--- src/rtl/keypad_scan_ctrl.sv ---
// 4x4 matrix keypad scanner: row drive, column sync, debounce FSM, 4-deep FWFT key FIFO.
// Optional auto-repeat while a key is held is enabled by defining KEYPAD_REPEAT_EN.
module keypad_scan_ctrl #(
  parameter int SCAN_DIV      = 1000,
  parameter int DEBOUNCE      = 4,
  parameter int REPEAT_DWELLS = 200
) (
  input  logic       clk,
  input  logic       rst,
  output logic [3:0] rows,
  input  logic [3:0] columns,
  output logic [3:0] key_data,
  output logic       key_valid,
  input  logic       key_ready,
  output logic       overflow,
  input  logic       clr_ovf,
  output logic [1:0] dbg_state
);

  typedef enum logic [1:0] {SCAN = 2'd0, CONFIRM = 2'd1, PUSH = 2'd2, RELEASE = 2'd3} state_t;

  localparam int DIV_W = (SCAN_DIV > 1) ? $clog2(SCAN_DIV) : 1;

  state_t           state_q, state_d;
  logic [DIV_W-1:0] div_q, div_d;
  logic [3:0]       sync1_q, sync2_q;
  logic [3:0]       row_q, row_d;
  logic [1:0]       col_q, col_d;
  logic [3:0]       cnt_q, cnt_d;
  logic [4:0]       cnt_inc;
  logic             sample, onehot, match, reach;
  logic [1:0]       col_idx, row_idx;
  logic [3:0]       row_next;
  logic             push_norm, push_req;
  logic [3:0]       push_code;

  logic [3:0] mem_q [4];
  logic [1:0] wr_q, rd_q;
  logic [2:0] count_q;
  logic       ovf_q;
  logic       full, pop, do_push, drop;

  function automatic logic [3:0] key_code(input logic [1:0] r, input logic [1:0] c);
    logic [3:0] code;
    case ({r, c})
      4'h0: code = 4'h1;  4'h1: code = 4'h2;  4'h2: code = 4'h3;  4'h3: code = 4'hA;
      4'h4: code = 4'h4;  4'h5: code = 4'h5;  4'h6: code = 4'h6;  4'h7: code = 4'hB;
      4'h8: code = 4'h7;  4'h9: code = 4'h8;  4'hA: code = 4'h9;  4'hB: code = 4'hC;
      4'hC: code = 4'hE;  4'hD: code = 4'h0;  4'hE: code = 4'hF;  default: code = 4'hD;
    endcase
    return code;
  endfunction

  assign sample   = (div_q == DIV_W'(SCAN_DIV - 1));
  assign div_d    = sample ? '0 : div_q + 1'b1;
  assign onehot   = (sync2_q != 4'd0) && ((sync2_q & (sync2_q - 4'd1)) == 4'd0);
  assign col_idx  = {sync2_q[3] | sync2_q[2], sync2_q[3] | sync2_q[1]};
  assign row_idx  = {row_q[3] | row_q[2], row_q[3] | row_q[1]};
  assign match    = onehot && (col_idx == col_q);
  assign row_next = {row_q[2:0], row_q[3]};
  assign cnt_inc  = {1'b0, cnt_q} + 5'd1;
  assign reach    = (cnt_inc >= 5'(DEBOUNCE));

  always_ff @(posedge clk or negedge rst) begin
    if (!rst) begin
      state_q <= SCAN;
      div_q   <= '0;
      sync1_q <= 4'd0;
      sync2_q <= 4'd0;
      row_q   <= 4'b0001;
      col_q   <= 2'd0;
      cnt_q   <= 4'd0;
    end else begin
      state_q <= state_d;
      div_q   <= div_d;
      sync1_q <= columns;
      sync2_q <= sync1_q;
      row_q   <= row_d;
      col_q   <= col_d;
      cnt_q   <= cnt_d;
    end
  end

  always_comb begin
    state_d   = state_q;
    row_d     = row_q;
    col_d     = col_q;
    cnt_d     = cnt_q;
    push_norm = 1'b0;
    case (state_q)
      SCAN: if (sample) begin
        if (onehot) begin
          state_d = CONFIRM;
          col_d   = col_idx;
          cnt_d   = 4'd1;
        end else begin
          row_d = row_next;
        end
      end
      CONFIRM: if (sample) begin
        if (match && reach) begin
          state_d = PUSH;
          cnt_d   = 4'd0;
        end else if (match) begin
          cnt_d = cnt_inc[3:0];
        end else begin
          state_d = SCAN;
          row_d   = row_next;
          cnt_d   = 4'd0;
        end
      end
      PUSH: begin
        push_norm = 1'b1;
        state_d   = RELEASE;
        cnt_d     = 4'd0;
      end
      default: if (sample) begin
        // cnt_q counts consecutive "no key" samples here
        if (onehot) begin
          cnt_d = 4'd0;
        end else if (reach) begin
          state_d = SCAN;
          row_d   = row_next;
          cnt_d   = 4'd0;
        end else begin
          cnt_d = cnt_inc[3:0];
        end
      end
    endcase
  end

`ifdef KEYPAD_REPEAT_EN
  localparam int REP_W = $clog2(REPEAT_DWELLS + 1);
  logic [REP_W-1:0] rep_q, rep_d;
  logic [REP_W:0]   rep_inc;
  logic             rep_push;

  assign rep_inc = {1'b0, rep_q} + 1'b1;

  always_comb begin
    rep_d    = rep_q;
    rep_push = 1'b0;
    if (state_q != RELEASE) begin
      rep_d = '0;
    end else if (sample) begin
      if (match && (rep_inc == (REP_W+1)'(REPEAT_DWELLS))) begin
        rep_push = 1'b1;
        rep_d    = '0;
      end else if (match) begin
        rep_d = rep_inc[REP_W-1:0];
      end else begin
        rep_d = '0;
      end
    end
  end

  always_ff @(posedge clk or negedge rst) begin
    if (!rst) rep_q <= '0;
    else      rep_q <= rep_d;
  end

  assign push_req = push_norm | rep_push;
`else
  if (REPEAT_DWELLS < 1) begin : g_repeat_unused
  end
  assign push_req = push_norm;
`endif

  assign push_code = key_code(row_idx, col_q);

  // Consumer handshake: key_data is held stable while key_valid=1; an entry is
  // removed on any cycle where key_valid and key_ready are both 1.
  assign full    = (count_q == 3'd4);
  assign pop     = key_valid & key_ready;
  assign do_push = push_req & (~full | pop);
  assign drop    = push_req & full & ~pop;

  always_ff @(posedge clk or negedge rst) begin
    if (!rst) begin
      for (int i = 0; i < 4; i++) mem_q[i] <= 4'd0;
      wr_q    <= 2'd0;
      rd_q    <= 2'd0;
      count_q <= 3'd0;
      ovf_q   <= 1'b0;
    end else begin
      if (do_push) begin
        mem_q[wr_q] <= push_code;
        wr_q        <= wr_q + 2'd1;
      end
      if (pop) rd_q <= rd_q + 2'd1;
      case ({do_push, pop})
        2'b10:   count_q <= count_q + 3'd1;
        2'b01:   count_q <= count_q - 3'd1;
        default: count_q <= count_q;
      endcase
      if (drop)         ovf_q <= 1'b1;
      else if (clr_ovf) ovf_q <= 1'b0;
    end
  end

  assign rows      = row_q;
  assign key_valid = (count_q != 3'd0);
  assign key_data  = key_valid ? mem_q[rd_q] : 4'd0;
  assign overflow  = ovf_q;
  assign dbg_state = state_q;

endmodule

--- config.mk ---
export PLATFORM = sky130hd
export DESIGN_NAME = keypad_scan_ctrl
export DESIGN_NICKNAME = d
export VERILOG_FILES = /design/src/rtl/keypad_scan_ctrl.sv
export SDC_FILE = /design/constraint.sdc
export NUM_CORES = 1
export LEC_CHECK = 0
export ABC_AREA = 1
export CELL_PAD_IN_SITES_DETAIL_PLACEMENT = 0
export CELL_PAD_IN_SITES_GLOBAL_PLACEMENT = 2
export CORE_UTILIZATION = 36
export DETAILED_ROUTE_END_ITERATION = 8
export GPL_TIMING_DRIVEN = 0
export HOLD_SLACK_MARGIN = 0.1
export PLACE_DENSITY = 0.78
export SYNTH_ARGS = -nofsm -noshare
export SYNTH_HDL_FRONTEND = slang
export SYNTH_SLANG_ARGS = --single-unit
--- constraint.sdc ---
create_clock -name clk -period 2.5 [get_ports clk]
set_clock_uncertainty 0.15 [all_clocks]
set_input_delay 0.25 -clock clk [delete_from_list [all_inputs] [get_ports clk]]
set_output_delay 0.25 -clock clk [all_outputs]
set_load 0.005 [all_outputs]
## Word-level counts from Yosys, hierarchy flattened

Memory sizes are Yosys's and may differ from the RTL's.
Index checks and enable logic that the tools add are counted.
W data, S select, Z words.

- Register bits after elaboration: 54
- Input bits: 8
- Memories: 1
- ROM bits: 64
- Output and inout bits: 12
- Logic and storage cells: 114

- Bitwise logic cells: 15
- Eq/ne operators: 16
- Add/sub/neg operators: 7
- Reduce and logical (&&, ||, !) cells: 17
- Multiplexer cells: 39
- $lt $le $gt $ge: 4

Memories:

| memory | words | width | read ports | clocked after memory_dff | write ports | line | RTL |
|---|---|---|---|---|---|---|---|
| (name not given) | 16 | 4 | 1 | 0 | 0 | 45 | `case ({r, c})` |

Operator list:

| kind | number |
|---|---|
| $mux W4 | 20 |
| $pmux W4 S3 | 2 |
| $bwmux W16 | 1 |
| $mux W2 | 8 |
| $reduce_and A7 Y1 | 2 |
| $ne A2 B2 Y1 const B | 6 |
| $add A10 B1 Y10 const B | 1 |
| $eq A10 B10 Y1 const B | 1 |
| $mux W10 | 1 |
| $bmux W4 S2 | 1 |
| $demux W4 S2 | 1 |
| $reduce_bool A4 Y1 | 2 |
| $ge A3 B3 Y1 const B | 2 |
| $not A2 Y3 | 2 |
| $pmux W2 S3 | 1 |
| $pmux W3 S2 | 1 |
| $reduce_bool A2 Y1 | 3 |
| $reduce_bool A3 Y1 | 2 |
| $add A4 B1 Y5 const B | 1 |
| $ge A5 B3 Y1 const B | 1 |
| $or A1 B1 Y1 | 5 |
| $add A2 B1 Y2 const B | 2 |
| $and A1 B1 Y1 | 4 |
| $and A4 B4 Y4 | 1 |
| other kinds (18) | 27 |

## Logic depth before layout (Yosys ltp)

Gate-level depths: netlist of run 1.

- Depth after elaboration: 9
- Depth in mapped cells: 12
- Depth with buffers taken out: 12

## Worst setup path after synthesis of run 1

OpenSTA, ideal clock, no wires.

- Path kind: register to register
- Start: register state_q[0] (netlist: dbg_state[0])
- End: register count_q[2]
- Required time: 2.219 ns
- Data arrival time: 1.798 ns
- Setup time: 0.131 ns
- Slack: 0.421 ns
- Period minus slack after synthesis: 2.079 ns
- Cell stages (with the launch flop): 10
- Path buffers: 0
- Cell sequence: dfrtp_1 > inv_1 > ha_1 > nand2_2 > ha_1 > inv_1 > fa_1 > a21oi_1 > o21ai_0 > xor2_1

- Cells in the longest elaborated chain, start to end: 5
- Elaborated cells on any way between the ends: 7
- Those cells by class: eq/ne: 3; mux: 2; bitwise: 1; reduce/logical: 1

Ends and longest elaborated chain:

| item | line | RTL |
|---|---|---|
| from (decl) | 24 | `state_t state_q, state_d;` |
| from (signal assigned) | 74 | `state_q <= state_d;` |
| $eq A2 B2 Y1 * | 90 | `case (state_q)` |
| $mux W1 * | 90 |  |
| $and A1 B1 Y1 * | 175 | `assign do_push = push_req & (~full \| pop);` |
| $eq A2 B1 Y1 / $eq A2 B2 Y1 (equally long branches) | 191 | `case ({do_push, pop})` |
| $pmux W3 S2 / $reduce_bool A2 Y1 (equally long branches) | -- |  |
| to (signal assigned) | 192 | `2'b10: count_q <= count_q + 3'd1;` |
| to (signal assigned) | 193 | `2'b01: count_q <= count_q - 3'd1;` |
| to (signal assigned) | 194 | `default: count_q <= count_q;` |
| to (decl) | 39 | `logic [2:0] count_q;` |

Mark *: on every way between the ends. The rest lies on a longest branch, timed or not.
A chain may end at the register's enable or synchronous reset.

## Worst setup path after layout of run 1

- Start: register rd_q[0]
- End: output key_data[2]

- Cells in the longest elaborated chain, start to end: 5

Ends and longest elaborated chain:

| item | line | RTL |
|---|---|---|
| from (decl) | 38 | `logic [1:0] wr_q, rd_q;` |
| from (signal assigned) | 190 | `if (pop) rd_q <= rd_q + 2'd1;` |
| $not A2 Y3 (not written as such) | 203 | `assign key_data = key_valid ? mem_q[rd_q] : 4'd0;` |
| $bmux W4 S2 | 203 |  |
| $mux W4 (not written as such) (2 in series) | 203 |  |
| $mux W4 | 203 |  |
| to (decl) | 12 | `output logic [3:0] key_data,` |

Every way passes these cells. The select of a mux whose other input is x is not followed.

==> results.yml, run 1 <==
finish:
  layout.cells.non_filler: 460
  drive_gt1_share_pct: 9.141
  nFillCells: 794
  final_cell_area_sq_mm: 0.003283
  multi_input_area_sq_mm: 0.001287
  final-seq-area_sq_mm: 0.001353
  fin_nets: 387
  n_antenna_cell: 0
  syn_to_final_growth_pct: 15.95
timing:
  rsz0062_at_grt: "no"
  fin_setup_tns_ps: 0
  fin_ws_ps: 198.4
  fmaxAchievable_mhz: 434.5
  slew_viol_final: 0
  setup_viol: 0
  slew_headroom_pct: 56.66
  tightest_slew_ps: 650.1
  finalHoldViolCount: 0
  min_period_over_period_pct: 92.06
  min_period_ps: 2302
min_path:
  min_path_type: "reg2reg"
  holdPathEnd: "sync2_q[1]"
  min_from: "sync1_q[1]"
  hold_depth: 0
clock_network:
  clk_pin_slew_ps: 90
  numClockSinks: 54
  clk_latency_ps: 310
  h-tree-depth: 2
  cts_root_buffer: "clkbuf_8"
  cts_tree: "yes"
  cts_made_buffers: 5
  max-clock-path-buffers: 2
synth:
  ys_types: 29
  yosys_warnings: 0
  synth_area_sq_mm: 0.002831
  synth_fp_nets: 359
  synth_edf_count: 0
  synthTopCellsByCount: "69 x nand2_1, 53 x dfrtp_1, 46 x inv_1"
  netlist_instances: 333
  synth_top_area_cell: "dfrtp_1"
  yosysSeqAreaShare_pct: 47.77
  yosysTopAreaCellShare_pct: 46.84
  synth_most_common_cell: "nand2_1"
  synthFlopType: "dfrtp_1"
  synthTopCellsByArea: "dfrtp_1 47%, nand2_1 9.1%, ha_1 7.5%, inv_1 6.1%, o21ai_0 4.6%"
  ys_ff_latch: 54
  ys_async_sr_fraction_pct: 100.0
  avgSynthCellArea_sq_um: 8.503
pwr:
  intPower_mw: 1.443
  sw_frac_of_total_pct: 28.07
  peakVddDrop_mv: 0.1892
  p_comb_share_pct: 23.1
  switching_power_mw: 0.5631
  p_clk_share_pct: 28.9
  p_per_area_mw_per_mm2: 611.0
  p_leak_nw: 1.637
  sequentialPowerShare_pct: 47.9
  power.total_mw: 2.006
worst_setup_path:
  crit_chain: "clkbuf_1 > a21oi_1 > o21ai_0 > a21oi_1 > clkdlybuf4s50_1"
  critPathKind: "reg2out"
  crit_arrival_ps: 1900
  required_ps: 2100
  crit_path_start_kind: "flop"
  ff2ff_path_depth: 9
  cp_common_cell: "a21oi_1"
  cp_slowest_cell: "clkdlybuf4s50_1"
  path_max_fanout: 10
  timing.rr.end: "count_q[2]"
  crit_path_end_kind: "primary output"
  r2r-start: "dbg_state[0]"
  r2r_slack_ps: 240
  max_stage_delay_ps: 520
global_route:
  grt_pass1_wl_um: 9639
  grt_max_degree: 29
  grt_overflow: 0
  grt_use_total_pct: 14.67
  antenna_found_initial: 0
  grt_pass1_vias: 2075
place:
  dp_hpwl_um: 4144
  gp_congestion: 0.7133
  place_ws_ps: 99.91
  dp_cells: 452
  portBuffers: 19
  post_dp_cell_area_sq_mm: 0.003161
floorplan:
  start_util_pct: 38.22
  core_area_sq_mm: 0.007408
  die_area_sq_mm: 0.008224
  io_pins: 20
  die_w_um: 90.69
  die_y_um: 90.69
  rows: 31
route:
  vias_per_cell: 4.546
  vias: 2091
  drc: 0
  wirelength_um: 5426
  antenna_left: 0
  drt_iter0_markers: 66
  wire_per_inst_um: 11.80
  dr.pass1.iters: 4
status:
  outcome: "finished clean"
flow_run:
  maxCapViolCount: 0
## cell type report
cell class / instances / area share, %
Tap cell: 99 / 3.773
Inverter: 51 / 5.869
Clock inverter: 2 / 1.181
Multi-Input combinational cell: 227 / 39.21
Buffer: 1 / 0.1143
Sequential cell: 54 / 41.20
Timing Repair Buffer: 21 / 6.555
Clock buffer: 5 / 2.096
## stage by stage
stage,util [%],hold slack (ps)
floorplan,-,-195.6
global placement,42.46,182.5
detailed placement,42.66,166.2
CTS,44.25,211.1
global route,44.32,206.2
finish,44.32,208.9
## logic make-up after synthesis
| group | Yosys count | synth area share, % |
|---|---|---|
| xor gates and xnor gates | 9 | 2.784 |
| AOI/OAI and AO/OA | 55 | 10.30 |
| muxes | 6 | 2.386 |
| and+or+nand+nor | 139 | 21.61 |
| DFF | 54 | 47.77 |
| adders and majority gates | 18 | 8.219 |
| buffers and inverters | 52 | 6.937 |
## worst max-delay path, delay by kind of cell, from the launching register on
family	cells	cell delay, ps
compound gates	3	460
flops	1	390
buf+inv	2	740
## layer usage
layer | global-route usage, % | up-vias | routed length (um)
li1 | - | 1110 | -
met1 | 18.02 | 953 | 2577
met2 | 25.82 | 23 | 2646
met3 | 3.283 | 5 | 133
met4 | 3.629 | 0 | 68
met5 | 0 | - | 0
## how the worst max path moves through the flow
stage | end | cells after the start | from | slack, ps
floorplan | count_q[2] | 9 | dbg_state[0] | 420
global placement | cnt_q[1] | 1 | rst | -680
detailed placement | count_q[2] | 10 | key_ready | 100
CTS | count_q[2] | 9 | dbg_state[0] | 180
global route | count_q[2] | 9 | dbg_state[0] | 30
finish | key_data[2] | 5 | rd_q[0] | 200
## cell usage in the layout (no fill, tap or decap)
cell,count
and3_1,1
a21oi_1,24
nand3_1,17
dlygate4sd3_1,1
clkinv_2,1
xnor2_1,3
nand2_1,69
nor2_1,33
nand4_1,3
inv_1,46
o22ai_1,1
buf_2,1
clkbuf_8,5
clkbuf_1,1
or2_2,1
xor2_1,6
o211ai_1,2
inv_2,4
nand2_4,2
nor3_1,4
bufinv_16,1
nand2_2,4
nor2_4,3
o31ai_1,1
ha_1,17
or2_1,1
buf_12,1
o31ai_2,1
mux2_2,6
dfstp_2,1
dfrtp_1,53
clkdlybuf4s50_1,18
nand3_2,1
o21ai_0,26
fa_1,1
clkinv_4,1
## timing repair
item,in CTS,in global routing
endpoints found under the hold margin,25,0
setup endpoints to repair,0,1
resized for setup,0,1
buffers inserted,0,0
hold buffers,1,0
## power by group through the flow
stage	combinational, mW	sequential [mW]	clock [mW]
5_1_grt	0.533	0.970	0.641
6_report	0.464	0.961	0.580
4_1_cts	0.470	0.963	0.609
3_5_place_dp	0.466	0.981	0
3_3_place_gp	0.465	0.978	0
2_1_floorplan	0.263	0.968	0
## flip-flops by register name (all words and copies together) (netlist names), 3 cells and up
name / cells
div_q: 10
rows: 4
sync2_q: 4
cnt_q: 4
sync1_q: 4
count_q: 3
mem_q: 16
(Power assumes the default switching activity.)
==> run 2: changes to the inputs <==
--- a/config.mk
+++ b/config.mk
@@ -8,11 +8,11 @@
 export ABC_AREA = 1
 export CELL_PAD_IN_SITES_DETAIL_PLACEMENT = 0
 export CELL_PAD_IN_SITES_GLOBAL_PLACEMENT = 2
-export CORE_UTILIZATION = 36
+export CORE_UTILIZATION = 38
 export DETAILED_ROUTE_END_ITERATION = 8
 export GPL_TIMING_DRIVEN = 0
 export HOLD_SLACK_MARGIN = 0.1
-export PLACE_DENSITY = 0.78
+export PLACE_DENSITY = 0.82
 export SYNTH_ARGS = -nofsm -noshare
 export SYNTH_HDL_FRONTEND = slang
 export SYNTH_SLANG_ARGS = --single-unit
==> constraint.sdc (replaced) <==
create_clock -name clk -period 2.9 [get_ports clk]
set_clock_uncertainty 0.15 [all_clocks]
set_input_delay 0.29 -clock clk [delete_from_list [all_inputs] [get_ports clk]]
set_output_delay 0.29 -clock clk [all_outputs]
set_load 0.005 [all_outputs]
==> run 2 against run 1 <==
  * The run now ends with design-rule violations left
  * Critical path depth did not move
  * Clock power rose by 3%
  * Utilization rose by 1.5 points
  * Sequential power fell by 14%
  * Non-clock buffer count did not move
==> results.yml, run 2 (synthesis results as in run 1) <==
place:
  gp_congestion: 0.7624
  dp_hpwl_um: 3940
  portBuffers: 19
route:
  antenna_left: 0
  drc: 2
  wire_per_inst_um: 11.13
  vias_per_cell: 4.536
  dr.pass1.iters: 6
  vias: 2091
  wirelength_um: 5130
  drt_iter0_markers: 69
finish:
  regMostFlops: "mem_q"
  fin_nets: 387
  most-common-layout-cells: "69 x nand2_1, 53 x dfrtp_1, 46 x inv_1, 33 x nor2_1, 26 x o21ai_0"
  final_core_util_pct: 45.86
  reg_top3: "mem_q x16, div_q x10"
  final-seq-area_sq_mm: 0.001353
  n_antenna_cell: 0
  multi_input_area_sq_mm: 0.001282
  largest_reg_flops: 16
  layout_commonest_cell: "nand2_1"
  nFillCells: 752
  drive_gt1_share_pct: 9.392
  syn_to_final_growth_pct: 16.84
floorplan:
  rows: 31
  start_util_pct: 39.25
  die_area_sq_mm: 0.007800
  core_area_sq_mm: 0.007214
  io_pins: 20
  die_y_um: 88.32
  die_w_um: 88.32
min_path:
  min_path_type: "reg2reg"
  hold_depth: 0
timing:
  rsz0062_at_grt: "no"
  min_period_ps: 2341
  slew_viol_final: 0
  setup_viol: 0
  slew_headroom_pct: 57.84
  finalHoldViolCount: 0
  fmaxAchievable_mhz: 427.2
  min_period_over_period_pct: 80.71
  tightest_slew_ps: 632.4
global_route:
  grt_pass1_wl_um: 8845
  grt_max_degree: 30
  grt_overflow: 0
  antenna_found_initial: 0
  grt_use_total_pct: 14.64
  grt_pass1_vias: 2013
worst_setup_path:
  ff2ff_path_depth: 9
  crit_path_end_kind: "primary output"
  cp_slowest_cell: "clkdlybuf4s50_1"
  crit_path_start_kind: "flop"
  cp_common_cell: "a21oi_1"
  crit_chain: "clkbuf_1 > a21oi_1 > o21ai_0 > a21oi_1 > clkdlybuf4s50_1"
  required_ps: 2460
  crit_family: "buffers and inverters"
  critPathKind: "reg2out"
  cp.depth: 5
  path_buf_inv: 2
  path_max_fanout: 10
  crit_arrival_ps: 1900
  max_stage_delay_ps: 520
clock_network:
  cts_root_buffer: "clkbuf_8"
  h-tree-depth: 2
  cts_made_buffers: 5
  max-clock-path-buffers: 2
  cts_tree: "yes"
  ctsHoldBuffers: 1
  cts_setup_buffers: 0
  ctsResizeCount: 0
  numClockSinks: 54
  clk_latency_ps: 310
  clk_pin_slew_ps: 100
status:
  outcome: "complete, but fails checks"
  violations: "design-rule violations"
flow_run:
  maxCapViolCount: 0
pwr:
  peakVddDrop_mv: 0.2835
  p_leak_nw: 1.649
  p_per_area_mw_per_mm2: 553.0
  power.total_mw: 1.829
-- run 2: cell count changes in the layout (fill, tap and decap cells not counted) --
| cell | change |
|---|---|
| bufinv_16 | +1 |
| nand2_2 | +1 |
| nand2_4 | -1 |
-- run 2: final cells by class --
cell class	count	area share, %
flip-flops and latches	54	40.89
multi-input cells	227	38.77
repair buffers	21	6.505
inverters	51	5.825
well taps	99	3.744
clock buffers	5	2.080
clock inverters	3	2.080
plain buffers	1	0.1135
-- run 2: power by group --
group          total (mW)  switching, mW  internal, mW  leakage, nW
sequential          0.828         0.0319         0.796        0.655
combinational       0.407          0.211         0.196        0.927
clock               0.595          0.249         0.346       0.0683
total                1.83          0.492          1.34         1.65
-- run 2: path summary, 6_finish.rpt --
path | to | slack (ps) | from
setup reg to reg | count_q[2] | 640 | dbg_state[0]
min in group asynchronous | mem_q[8] | 370 | rst
hold reg to reg | sync2_q[2] | 200 | sync1_q[2]
setup / recovery | key_data[2] | 560 | rd_q[0]
hold / removal | sync2_q[2] | 200 | sync1_q[2]
max in group asynchronous | sync1_q[2] | 1660 | rst
-- run 2: per-stage QoR --
stage	setup WS [ps]	cell area [sq um]	cells	setup TNS [ps]	hold slack (ps)
6_report	559.4	3308	461	0	204.4
4_1_cts	518.9	3308	461	0	207.3
3_3_place_gp	-351.5	3146	451	-18460	181.9
5_1_grt	421.2	3308	461	0	216.2
3_5_place_dp	482.8	3161	452	0	184.7
2_1_floorplan	820.7	2831	333	0	-155.6
-- run 2: layer usage --
layer  global-route usage [%]  up-vias  part of all wire (%)
met5                        0        -                     0
met4                    3.959        0                   1.1
met3                    3.078        5                   2.1
met2                    25.24       18                    47
met1                    18.63      948                    50
li1                         -     1120                     -
